==> config.mk <==
export PLATFORM = sky130hd
export DESIGN_NAME = mac_seq
export DESIGN_NICKNAME = d
export VERILOG_FILES = /design/src/rtl/mac_seq_pkg.sv /design/src/rtl/mac_seq.sv
export SDC_FILE = /design/constraint.sdc
export NUM_CORES = 1
export LEC_CHECK = 0
export ABC_AREA = 1
export BUFFER_PORTS_ARGS = -buffer_cell sky130_fd_sc_hd__buf_2
export CORE_MARGIN = 1
export CORE_UTILIZATION = 55
export CTS_CLUSTER_SIZE = 12
export DETAILED_ROUTE_END_ITERATION = 16
export GPL_TIMING_DRIVEN = 0
export PLACE_DENSITY = 0.89
export SETUP_SLACK_MARGIN = 0.3
export SYNTH_ARGS = -nofsm -noshare
export SYNTH_HDL_FRONTEND = slang
export SYNTH_SLANG_ARGS = --single-unit
==> constraint.sdc <==
create_clock -name clk -period 3 [get_ports clk]
set_clock_uncertainty 0.1 [all_clocks]
set_input_delay 0.15 -clock clk [delete_from_list [all_inputs] [get_ports clk]]
set_output_delay 0.15 -clock clk [all_outputs]
set_load 0.01 [all_outputs]
==> src/rtl/mac_seq_pkg.sv <==
// Shared ALU operation codes and the mac_seq state encoding.
package mac_seq_pkg;

  localparam logic [3:0] ALU_ADD  = 4'b0000;
  localparam logic [3:0] ALU_AND  = 4'b0001;
  localparam logic [3:0] ALU_OR   = 4'b0010;
  localparam logic [3:0] ALU_XOR  = 4'b0011;
  localparam logic [3:0] ALU_SRL  = 4'b0100;
  localparam logic [3:0] ALU_SRA  = 4'b0101;
  localparam logic [3:0] ALU_SLL  = 4'b0110;
  localparam logic [3:0] ALU_SLT  = 4'b0111;
  localparam logic [3:0] ALU_SUB  = 4'b1000;
  localparam logic [3:0] ALU_BSEL = 4'b1001;

  typedef enum logic [1:0] {
    ST_IDLE = 2'd0,
    ST_MUL  = 2'd1,
    ST_ACC  = 2'd2,
    ST_RESP = 2'd3
  } mac_state_t;

endpackage

==> src/rtl/mac_seq.sv <==
// Shift-add multiply-accumulate sequencer driving an external ALU, one ADD per cycle.
// Fixed latency: DATA_W MUL cycles + 1 ACC cycle; result held in RESP until resp_ready.
module mac_seq
  import mac_seq_pkg::*;
#(
  parameter int DATA_W    = 32,
  parameter int ALU_SEL_W = 4
) (
  input  logic                 clk,
  input  logic                 reset,
  input  logic                 req_valid,
  output logic                 req_ready,
  input  logic [DATA_W-1:0]    req_a,
  input  logic [DATA_W-1:0]    req_b,
  input  logic                 req_clr,
  output logic                 resp_valid,
  input  logic                 resp_ready,
  output logic [DATA_W-1:0]    acc_out,
  output logic [DATA_W-1:0]    alu_a,
  output logic [DATA_W-1:0]    alu_b,
  output logic [ALU_SEL_W-1:0] alu_sel,
  input  logic [DATA_W-1:0]    alu_res
);

  localparam int CNT_W = $clog2(DATA_W + 1);
  localparam logic [CNT_W-1:0] CNT_LAST = CNT_W'(DATA_W - 1);

  mac_state_t        state;
  logic [DATA_W-1:0] acc;
  logic [DATA_W-1:0] partial;
  logic [DATA_W-1:0] mcand;
  logic [DATA_W-1:0] mplier;
  logic [CNT_W-1:0]  cnt;

  // Held low through the reset cycle so no request is taken while the FSM clears.
  assign req_ready = (state == ST_IDLE) && !reset;

  always_comb begin
    alu_a   = '0;
    alu_b   = '0;
    alu_sel = ALU_SEL_W'(ALU_ADD);
    case (state)
      ST_MUL: begin
        alu_a = partial;
        alu_b = mplier[0] ? mcand : '0;
      end
      ST_ACC: begin
        alu_a = acc;
        alu_b = partial;
      end
      default: ;
    endcase
  end

  always_ff @(posedge clk) begin
    if (reset) begin
      state      <= ST_IDLE;
      acc        <= '0;
      partial    <= '0;
      mcand      <= '0;
      mplier     <= '0;
      cnt        <= '0;
      resp_valid <= 1'b0;
      acc_out    <= '0;
    end else begin
      case (state)
        ST_IDLE: begin
          if (req_valid) begin
            mcand   <= req_a;
            mplier  <= req_b;
            partial <= '0;
            cnt     <= '0;
            if (req_clr) acc <= '0;
            state <= ST_MUL;
          end
        end
        ST_MUL: begin
          partial <= alu_res;
          mcand   <= mcand << 1;
          mplier  <= mplier >> 1;
          cnt     <= cnt + CNT_W'(1);
          if (cnt == CNT_LAST) state <= ST_ACC;
        end
        ST_ACC: begin
          acc        <= alu_res;
          acc_out    <= alu_res;
          resp_valid <= 1'b1;
          state      <= ST_RESP;
        end
        ST_RESP: begin
          if (resp_ready) begin
            resp_valid <= 1'b0;
            state      <= ST_IDLE;
          end
        end
        default: state <= ST_IDLE;
      endcase
    end
  end

endmodule

-- Word level (Yosys, flattened, before mapping)
Cells that the tools add are included.
- add/sub/neg operators: 1
- multiplexer cells: 20
- reductions and logical operators: 10
- equality and inequality tests: 8
- operator list (operator ; count):
    one-hot mux 32 bit (2 select lines) ; 6
    two-way mux 32 bit ; 6
    one-hot mux 6 bit (2 select lines) ; 1
    != test 2 bit (second input constant) ; 4
    one-hot mux 2 bit (4 select lines) ; 1
    adder 6 x 1 -> 6 bit (second input constant) ; 1
    equality test 6 x 5 -> 1 bit (second input constant) ; 1
    two-way mux 2 bit ; 3
    two-way mux 6 bit ; 1
    AND reduction 3 bit ; 2
    nonzero test 2 bit ; 3
    equality test 2 bit (second input constant) ; 2
    AND reduction 2 bit ; 2
    equality test 2 x 1 -> 1 bit (second input constant) ; 1
    logical NOT 2 bit ; 1
    one-hot mux 1 bit (2 select lines) ; 1
    logical AND 1 bit ; 1
    logical NOT 1 bit ; 1
    two-way mux 1 bit ; 1
- bits in registers: 169
- word-level logic and storage cells: 47
- output and inout port bits: 102
- input port bits: 101

-- Depth between registers and ports, before layout
Gate-level depths: netlist of the first run.
- depth after elaboration: 3
- mapped depth: 11
- gate-level depth less buffers: 10

-- Worst setup path before layout of the first run
OpenSTA, ideal clock, no wires.
- path kind: flip-flop to output port
- start: reg state[1]
- end: out alu_a[10]
- setup slack: 1.318 ns
- arrival: 1.432 ns
- stages on the path, launching flop included: 8
- buffers on the path: 3
- required time: 2.750 ns
- cell sequence: dfxtp_1 -> inv_1 -> ha_1 -> buf_2 -> buf_2 -> buf_1 -> nand2_1 -> a21oi_1
- word-level cells in the longest chain between the ends: 2
- ends and longest elaborated chain (what ; RTL line ; RTL):
    start: declaration ; mac_seq.sv:28 ; mac_state_t state;
    start signal: assignment ; mac_seq.sv:57 ; state <= ST_IDLE;
    start signal: assignment ; mac_seq.sv:74 ; state <= ST_MUL;
    start signal: assignment ; mac_seq.sv:82 ; if (cnt == CNT_LAST) state <= ST_ACC;
    equality test 2 bit or equality test 2 x 1 -> 1 bit (tied branches) ; mac_seq.sv:42 ; case (state)
    one-hot mux 32 bit (2 select lines) * ; mac_seq.sv:42 ;
    end: declaration ; mac_seq.sv:19 ; output logic [DATA_W-1:0] alu_a,
Mark *: on every way between the ends. The rest lies on a longest branch, timed or not.

-- Worst setup path in the final report of the first run
- start: reg state[1]
- end: out alu_b[18]
- word-level cells in the longest chain between the ends: 2
- ends and longest elaborated chain (what ; RTL line ; RTL):
    equality test 2 bit or equality test 2 x 1 -> 1 bit (tied branches) ; mac_seq.sv:42 ;
    one-hot mux 32 bit (2 select lines) * ; mac_seq.sv:42 ;
    end: declaration ; mac_seq.sv:20 ; output logic [DATA_W-1:0] alu_b,
Marked as above.

==> results of run 1 <==
area by class of cell:
cell class,count,area [µm²],share of cell area (%)
clock inverter,15,150,1.45
inverter,18,70.1,0.676
buffer,96,534,5.16
timing repair buffer,295,1960,18.9
clock buffer,17,425,4.10
multi-input combinational,801,3620,34.9
sequential,169,3380,32.6
tap,176,220,2.12
worst reg2reg max path: stages (launching register included):
cell and delay [ns]:
dfxtp_1 0.36, inv_1 0.09, ha_1 0.31, nand2_2 0.18, nand2_1 0.10, inv_1 0.08
clkbuf_1 0.36, nand2_1 0.16, a31oi_1 0.25
flip-flops by register name, indices dropped and copies added (netlist names):
name	cells
acc	32
resp_valid	1
mplier	32
cnt	6
state	2
partial	32
mcand	32
acc_out	32
repair_timing:
| item | CTS | global route |
|---|---|---|
| pin swaps | 0 | 0 |
| hold buffers | 97 | 0 |
| endpoints found under the setup margin | 1 | 13 |
| endpoints found under the hold margin | 157 | 0 |
| gates resized for setup | 1 | 5 |
power by group through the flow:
stage	sequential, mW	clock [mW]	combinational [mW]
2_1_floorplan	3.28	0	2.94
3_3_place_gp	3.33	0	3.96
3_5_place_dp	3.35	0	4.06
4_1_cts	3.32	2.14	4.22
5_1_grt	3.42	2.25	4.74
6_report	3.36	2.16	4.41
worst max path at each step:
stage | from | endpoint | slack (ns) | depth (start not counted)
after floorplan | state[1] | alu_a[10] | 1.32 | 7
after global placement | state[0] | alu_a[31] | 0.75 | 8
after detailed placement | state[0] | alu_a[31] | 0.72 | 8
after CTS | state[1] | alu_a[14] | 0.37 | 8
after global routing | state[1] | alu_b[18] | 0.31 | 8
final | state[1] | alu_b[18] | 0.37 | 8
metal layers:
layer	up-vias	share of wire (%)	wire length (µm)	GRT usage [%]
li1	4228	-	-	-
met1	4140	37	10400	45.2
met2	672	48	13500	65.5
met3	140	10	2860	7.66
met4	0	4.8	1360	24.0
met5	-	0	0	0
synthesized netlist by cell type, drive strengths merged:
cell type / instances
a21oi: 160
a22oi: 1
a31oi: 62
buf: 49
clkbuf: 47
conb: 1
dfxtp: 169
ha: 5
inv: 18
nand2: 384
nand3: 68
nand4: 1
nor2: 53
nor3: 1
nor3b: 1
o21ai: 61
cells by family (layout without fill, tap and decap cells):
| group | count (synthesis) | after routing | synth area share (%) |
|---|---|---|---|
| buf+inv | 114 | 441 | 7.90 |
| simple gates | 508 | 508 | 26.7 |
| fa+ha+maj | 5 | 5 | 0.825 |
| compound gates | 284 | 284 | 19.9 |
| flops | 169 | 169 | 44.6 |
| other cells | 1 | 4 | 0.0494 |
per-stage QoR:
step / instance area [µm²] / power (mW)
after global placement: 8810 / 7.29
after CTS: 10400 / 9.68
after detailed placement: 8810 / 7.41
final: 10400 / 9.92
after global routing: 10400 / 10.4
after floorplan: 7600 / 6.21
==> results.txt, run 1 <==
- Proportion of power drawn by combinational gates: 44.4%
- Share of the clock period used by the worst path: 87.6%
* Worst hold-check path type: primary input to register
- Worst Hold Margin: 0.189 ns
* Critical path buffers and inverters: 5
* Setup slack after layout: 0.371 ns
* Buffer type at the clock tree root: clkbuf_16
- Setup TNS: 0 ns
- The count of final max-slew check failures was 0.
- Total net switching power: 4.46 mW
* Maximum number of pins on one net before global-route repair: 19
- Counting the fill cells in the layout gives 938.
- Area growth syn-to-layout: 36.6%
- Via count of the first global-routing pass: 8776
* R2R Path End: mcand[8]
* CP max-delay cell: dfxtp_1
- The die covers 14300 µm².
* Std-Cell Core Area: 13300 µm²
- For flop-to-flop paths, the worst setup slack is 0.92 ns.
- GRT Resource Usage Total: 38.8%
- Average cell area after synthesis: 7.02 µm²
* Maximum VDD drop: 0.000573 V
- Port-buffer cells: 198
- Synthesis inferred 169 register bits.
* Longest individual stage delay on the worst path: 0.33 ns
* Number of setup buffers added after CTS: 0
* Worst r2r path cells: 8
- Hpwl dp: 17700 µm
- The worst register-to-register path begins at state[0].
- Measured on the finished design, the core utilization comes to 77.6%.
- In this run, the number of DRC markers left after iteration 0 of detailed routing was 916.
- Once placement completed, the tool counted placed cells totaling 1458.
- Commonest non-fill, non-tap cells in the layout: nand2_1, buf_2, dfxtp_1
- For this run, the post-layout net count is 1504.
- Dominant cells by area after synthesis: dfxtp_1, nand2_1, a21oi_1
- Die height: 119 µm
- Via count normalized by instance count: 5.78
- Maximum achievable frequency: 0.380 GHz
* Total power density per cell area: 958 nW/µm²
- Part of the total power dissipated in sequential elements: 33.8%
- Final Routed Wirelength: 28000 µm
- In this run the most critical hold path is launched from reset.
* Fraction of power consumed by the clock network: 21.8%
* Residual overflow from global routing: 0
- Shortest clock period the worst path allows after layout: 2.63 ns
- Switching power as a share of total power: 45.0%
* X dimension of the die: 119 µm
- At the pin with the least slew margin, the transition time is 0.759 ns.
- Worst-skew pair later-pin latency: 0.44 ns
* Leading area contributor after synthesis: dfxtp_1
* Cell repeated most along the worst path: buf_2
- Largest driver fanout on the critical path: 10
* Hold violation count in the final report: 0
* Cell count after synthesis: 1081
- For this run, the number of standard cells in the final layout without fillers is 1587.
* Seq/Total Area, Yosys: 44.6%
* Relative slew margins: 49.4%
- Internal power comes to 5.46 mW.
- Total vias in the final route: 9180
- Clock buffer count from CTS: 17
* Boundary Pins: 203
* Maximum number of buffers from clock root to sink: 2
- Leading cell type in the layout, fill and taps excluded: nand2_1
- Along the worst hold path, the cell count comes to 5.
- Timing analysis after detailed placement gives a worst setup slack of 0.716 ns.
- The initial antenna violation count was 0.
* Leak Pwr: 4.31 nW
- Share of layout cells above drive strength 1: 20.7%
- Number of clock sinks seen by CTS: 169
- Share of Yosys cell area claimed by the top area cell type: 44.6%
- During synthesis, Yosys emitted a total of 0 warnings.
* DRC errors left: 0
- RSZ-0062 raised after global routing: false
- The critical path goes through inv_1, ha_1, buf_2, buf_2, buf_2, nand3_1, a21oi_2, buf_2.
- Count of inserted antenna diode cells: 0
- The first global-routing pass estimated 43200 µm of wire.
- Broken down by cell family, the worst path's largest delay share belongs to buffers and inverters.
- Crit path launch type: register
* Final setup viols: 0
* Worst Setup End Kind: output pin
* CP required: 2.75 ns
* Worst Hold End: mplier[8]
- Critical Path AT: 2.38 ns
- Clock slew at the register clock pins of the worst setup and hold paths: 0.07 ns
- Worst setup path class: register to output pin
* Count of max-cap constraint violations: 0
- The detail route stage leaves a number of antenna-violating nets equal to 0.
- Initial Util: 56.8%
* Synthesized area: 7590 µm²
- The flow ran to the end, and the final reports show no timing, DRC or antenna violations.
* Number of library cell types mapped by synthesis: 26
- Weighted congestion reported at the end of routability-driven placement: 0.938
- Average wire length per cell after detail routing: 17.7 µm
- Num rows: 42
- Before antenna repair, the detailed router went through 7 iterations.
- Clock tree from TritonCTS: yes
- The clock tree synthesis step divided the H-tree into 4 levels.
(Power assumes the default switching activity.)
==> inputs of run 2 (changes only) <==
--- a/config.mk
+++ b/config.mk
@@ -6,13 +6,13 @@
 export NUM_CORES = 1
 export LEC_CHECK = 0
 export ABC_AREA = 1
-export BUFFER_PORTS_ARGS = -buffer_cell sky130_fd_sc_hd__buf_2
 export CORE_MARGIN = 1
 export CORE_UTILIZATION = 55
 export CTS_CLUSTER_SIZE = 12
 export DETAILED_ROUTE_END_ITERATION = 16
+export DONT_BUFFER_PORTS = 1
 export GPL_TIMING_DRIVEN = 0
-export PLACE_DENSITY = 0.89
+export PLACE_DENSITY = 0.76
 export SETUP_SLACK_MARGIN = 0.3
 export SYNTH_ARGS = -nofsm -noshare
 export SYNTH_HDL_FRONTEND = slang
==> results.txt, run 2 (synthesis gave the netlist of run 1 again) <==
* Share of layout cells above drive strength 1: 7.35%
- Number of clock sinks seen by CTS: 169
* Number of antenna violations at the first check in global routing: 0
- Share of the clock period used by the worst path: 86.5%
- The number of global-route vias before repair came to 7387.
- Clock buffer count from CTS: 17
- Die height: 119 µm
- At the pin with the least slew margin, the transition time is 0.738 ns.
- RSZ-0062 raised after global routing: false
- Critical Path AT: 2.34 ns
* Relative slew margins: 50.8%
- The worst hold path passes through 5 cells.
* Worst setup path class: register to output pin
- The H-tree was split into 4 levels.
- CP required: 2.75 ns
- Summed over all nets, the half-perimeter wirelength after detailed placement is 16900 µm.
- Before CTS, the worst setup slack after placement is 0.714 ns.
* Weighted congestion reported at the end of routability-driven placement: 0.862
- Of all nets on the critical path, the largest fanout is 10.
- Maximum number of buffers from clock root to sink: 2
- Pin placement for this block handled 203 I/O pins.
* Total power density per cell area: 1040 nW/µm²
- Commonest non-fill, non-tap cells in the layout: nand2_1, dfxtp_1, a21oi_1
- Number of DRC markers in iteration 0: 677
* Worst Setup End Kind: output pin
- Via count normalized by instance count: 5.72
* Worst Hold Margin: 0.00544 ns
- Global routing finished with a remaining overflow of 0.
- GRT Resource Usage Total: 34.9%
- Setup slack after layout: 0.406 ns
- TritonCTS built the clock tree.
- Crit path launch type: register
* Number of antenna-violating nets in the routed design: 0
- The first detailed-routing pass ran for 7 iterations.
- Total vias in the final route: 7934
- Shortest clock period the worst path allows after layout: 2.59 ns
- VDD sags by at most 0.000506 V.
* Worst r2r path cells: 8
* Global-route wire length before repair: 38900 µm
- After clock tree synthesis, the setup repair step added 0 buffers.
- Final Routed Wirelength: 24900 µm
- Maximum achievable frequency: 0.386 GHz
- The count of final max-slew check failures came to 0.
* Worst hold-check path type: primary input to register
- The floorplan step defined a die boundary enclosing 14300 µm².
- The tree is rooted in a clkbuf_16.
- The die is 119 µm wide.
* Final setup viols: 0
- The final count of hold timing violations was 0.
- The library cell used most frequently in the layout, excluding fill and tap cells, is nand2_1.
- The core region is 13300 µm².
- Num rows: 42
- Setup TNS: 0 ns
* DRC errors left: 0
- Entering global routing, the biggest net connects 17 pins.
- Count of max-cap constraint violations: 0
- For this run, the share of the core covered by cells in the final layout is 70.5%.
* Area growth syn-to-layout: 24.0%
- Run status: finished, final reports clean
- Number of nets in the finished design: 1306
- Clock-pin slew was measured on the worst setup and hold paths at 0.07 ns.
* Average wire length per cell after detail routing: 18.0 µm
* Count of inserted antenna diode cells: 0
* Initial Util: 56.8%
* Port-buffer cells: 0
* Leak Pwr: 3.38 nW
- Worst-skew pair later-pin latency: 0.44 ns
-- run 2: cell count changes in the layout (fill, tap and decap cells not counted), moves of 3 or more --
cell        delta
buf_2        -198
clkinvlp_4     +3
clkinv_4       -3
bufinv_16      +4
inv_8          -5
inv_6          -3
-- run 2: area by class of cell --
class                      count  area (µm²)
clock buffer                  19         443
fill                        1109        3940
timing repair buffer          97         971
inverter                      18        70.1
clock inverter                11         173
sequential                   169        3380
buffer                        96         533
tap                          176         220
multi-input combinational    801        3610
-- run 2: worst paths after layout --
path	startpoint	endpoint	slack (ns)
setup / recovery	state[1]	alu_a[8]	0.41
hold / removal	resp_ready	state[0]	0.005
setup reg to reg	state[1]	mplier[25]	0.89
hold reg to reg	mplier[28]	mplier[27]	0.36
-- run 2: report_power, final --
| group | internal, mW | switching (mW) | leakage, nW |
|---|---|---|---|
| registers | 2.92 | 0.470 | 1.38 |
| clock network | 1.41 | 0.932 | 0.288 |
| logic | 1.29 | 2.76 | 1.71 |
| total | 5.62 | 4.16 | 3.38 |
-- run 2: through the flow --
step / cell area (µm²) / power [mW] / instances
final: 9410 / 9.78 / 1387
after global routing: 9410 / 10.3 / 1387
after CTS: 9410 / 9.65 / 1387
after detailed placement: 7820 / 7.22 / 1260
after global placement: 7820 / 7.15 / 1260
after floorplan: 7600 / 6.21 / 1084
-- run 2: worst max-delay path, cell delays in order (launching register included) --
cell and delay, ns:
dfxtp_1 0.33, inv_1 0.10, ha_1 0.14, buf_2 0.19, buf_2 0.30, buf_1 0.38
nand2_1 0.12, a21oi_1 0.33
-- run 2: timing repair --
action,in CTS,in global routing
resized for setup,1,3
setup endpoints to repair,1,6
hold endpoints to repair,161,0
hold buffers,97,0
-- run 2: metal layers --
layer	share of wire [%]	track usage [%]	vias up
met5	0	0	-
met1	41	44.6	3602
met4	3.6	15.8	0
met2	45	54.7	433
met3	9.7	9.43	79
li1	-	-	3820
==> inputs of run 3 (changes only) <==
--- a/config.mk
+++ b/config.mk
@@ -5,7 +5,6 @@
 export SDC_FILE = /design/constraint.sdc
 export NUM_CORES = 1
 export LEC_CHECK = 0
-export ABC_AREA = 1
 export CORE_MARGIN = 1
 export CORE_UTILIZATION = 55
 export CTS_CLUSTER_SIZE = 12
==> results.txt, run 3 <==
- Setup slack closes at 0.442 ns.
- Leading area contributor after synthesis: dfxtp_1
- Yosys instantiated no cell more often than dfxtp_1.
* Worst Hold Margin: 0.0308 ns
- Crit path launch type: register
* Seq/Total Area, Yosys: 43.6%
- Async set-or-reset flop fraction in the synthesized netlist: 0%
- Data arrives at the worst endpoint at 2.31 ns.
- Sequential cells burn 37.5% of the power.
- The tightest min-delay check is of the primary input to register type.
* Proportion of power drawn by combinational gates: 35.9%
- The area growth from synthesis to layout is 23.8%.
* Post-Place Cells: 1079
- Dominant cells by area after synthesis: dfxtp_1, a22oi_1, a211oi_1
- Final core utilization: 69.5%
* Initial Util: 56.1%
- Of the total power, the share spent switching nets is 37.6%.
- Worst setup path class: register to output pin
- Worst setup path startpoint: state[1]
- Dominant register cell in the synthesized netlist: dfxtp_1
- The completed layout was analyzed and its total power is 8.42 mW.
- Residual overflow from global routing: 0
- Yosys mapped a number of flops with a built-in enable equal to 0.
* Share of layout cells above drive strength 1: 7.86%
- 203 I/O pins were placed.
- Synth Warn #: 0
* Setup TNS: 0 ns
- The count of final max-slew check failures was 0.
- Clock-pin slew was measured on the worst setup and hold paths at 0.06 ns.
- Counting cells, the worst reg-to-reg path comes to 8.
- Dividing the final minimum period by the clock period gives 85.3%.
* Hpwl dp: 17300 µm
- Final Routed Wirelength: 25300 µm
- Number of setup buffers added after CTS: 0
* Total vias in the final route: 7472
* R2R Path End: mplier[31]
- Maximum number of pins on one net before global-route repair: 17
- Prior to clock tree synthesis, the placed netlist has a worst setup slack of 0.732 ns.
- Measured along the y axis, the die boundary spans 121 µm.
- Number of library cell types mapped by synthesis: 32
- Count of inserted antenna diode cells: 0
* Sequence of cells on the critical path: inv_1, ha_1, buf_2, buf_1, a22oi_1, nor2b_1
* Via count of the first global-routing pass: 7181
* Weighted congestion reported at the end of routability-driven placement: 0.889
* Std-Cell Core Area: 13800 µm²
- In this run, synthesis produced a sequential element count of 169.
- Maximum achievable frequency: 0.391 GHz
- Average cell area after synthesis: 8.66 µm²
- Hold violation count in the final report: 0
- The library cell used most frequently in the layout, excluding fill and tap cells, is dfxtp_1.
- Maximum VDD drop: 0.000570 V
* Worst-Margin Slew: 0.668 ns
- Worst-skew pair later-pin latency: 0.44 ns
- Worst Setup End Kind: output pin
* Via count normalized by instance count: 6.17
- At the end of the flow, the number of nets in the layout was 1124.
- In this run the power spent charging and discharging nets is 3.16 mW.
* Shortest clock period the worst path allows after layout: 2.56 ns
- Setup violations remaining at the end of the flow were counted as 0.
- RSZ-0062 raised after global routing: false
* GRT Resource Usage Total: 34.9%
- H-tree depth: 4
* Largest driver fanout on the critical path: 10
- R2r startpoint: state[0]
* Clock tree from TritonCTS: yes
- In this run the power density over the cells is 876 nW/µm².
- Total Die Area: 14600 µm²
* DRC errors left: 0
- Relative slew margins: 55.5%
- The tool flagged a number of max-cap violations equal to 0.
- The first global-routing pass estimated 38900 µm of wire.
- In this run, CTS created clock tree buffers numbering 17.
- Number of clock sinks seen by CTS: 169
* Number of DRC markers in iteration 0: 635
* Final standard cell area without fillers: 9600 µm²
* Number of antenna-violating nets in the routed design: 0
* Length of the first detailed-routing pass in iterations: 5
- Top post-synthesis cells by count: dfxtp_1, a21oi_1, nor2b_1
* Cell count after synthesis: 896
* Leak Pwr: 3.20 nW
- The tree is rooted in a clkbuf_16.
- Cell internal power was estimated by the tool at 5.25 mW.
- In this run the core area contains 43 standard-cell rows.
* Setup slack of the most critical reg-to-reg path: 0.51 ns
* X dimension of the die: 121 µm
- The clock network is responsible for 26.6% of the overall power.
* Port-buffer cells: 0
- Layout Cells excl Fill: 1211
* Average wire length per cell after detail routing: 20.9 µm
* Synthesized area: 7760 µm²
- CP required: 2.75 ns
- Maximum number of buffers from clock root to sink: 2
- Following the worst setup path forward leads to its endpoint at alu_a[16].
- The initial antenna violation count is 0.
* Longest individual stage delay on the worst path: 0.39 ns
- In this run the biggest area consumer among cell types represents 43.6% of the synthesized area.
* Placed cell area: 8000 µm²
- Commonest non-fill, non-tap cells in the layout: dfxtp_1, dlygate4sd3_1, a21oi_1
- CP max-delay cell: buf_1
- Run status: finished, final reports clean
run 3: cell types whose count changed after synthesis, sizes merged, moves of 31 or more:
cell,change
nor2b,+68
nand3,-33
a22oi,+65
a21oi,-90
o22ai,+31
mux2i,+34
nand2,-349
a211oi,+62
nand2b,+38
a32oi,+33
a21o,+32
a31oi,-62
o21ai,-58
run 3: cells by family (layout without fill, tap and decap cells):
logic type / count (synthesis) / in the layout / synth area share (%)
and+or+nand+nor: 253 / 253 / 16.6
DFF: 169 / 169 / 43.6
muxes: 35 / 35 / 4.53
other: 1 / 4 / 0.0483
adders and majority gates: 5 / 5 / 0.806
buffers and inverters: 132 / 264 / 7.48
AOI/OAI and AO/OA: 301 / 301 / 26.9
run 3: what timing repair did:
item	in CTS	in global routing
hold buffers	100	0
gates cloned	0	0
pin swaps	0	0
gates resized for setup	4	14
endpoints found under the setup margin	5	50
endpoints found under the hold margin	163	0
run 3: area by class of cell:
cell class | instances | area (µm²)
inverter | 34 | 128
timing repair buffer | 100 | 1000
sequential | 169 | 3380
clock inverter | 11 | 149
multi-input combinational | 598 | 3810
buffer | 98 | 467
tap | 180 | 225
fill | 1074 | 4220
clock buffer | 21 | 440
run 3: how the worst min path moves through the flow:
stage                     cells past startpoint  slack [ns]  startpoint          to
after global placement                        2        0.20    req_a[0]    mcand[0]
after floorplan                               2        0.20    req_a[0]    mcand[0]
final                                         3        0.03  resp_ready    state[0]
after CTS                                     3        0.03  resp_ready    state[0]
after global routing                          3        0.03  resp_ready    state[0]
after detailed placement                      2        0.21   req_b[31]  mplier[31]
run 3: power groups by stage:
stage | logic, mW | registers, mW | clock network [mW]
floorplan | 2.16 | 3.05 | 0
global placement | 2.70 | 3.16 | 0
detailed placement | 2.75 | 3.17 | 0
CTS | 2.91 | 3.13 | 2.22
global route | 3.27 | 3.21 | 2.32
finish | 3.02 | 3.16 | 2.24
run 3: per-layer routing:
layer  vias to the layer above  share of wire [%]  global-route usage (%)
met3                        72                9.2                    8.68
met1                      3539                 40                    43.2
met4                         0                3.2                    17.0
li1                       3456                  -                       -
met5                         -                  0                       0
met2                       405                 47                    56.6
run 3: critical path: cells and delay by family, from the launching register on:
| family | cells | cell delay, ns |
|---|---|---|
| simple gates | 1 | 0.32 |
| buf+inv | 3 | 0.81 |
| compound gates | 1 | 0.12 |
| flops | 1 | 0.34 |
| fa+ha+maj | 1 | 0.29 |
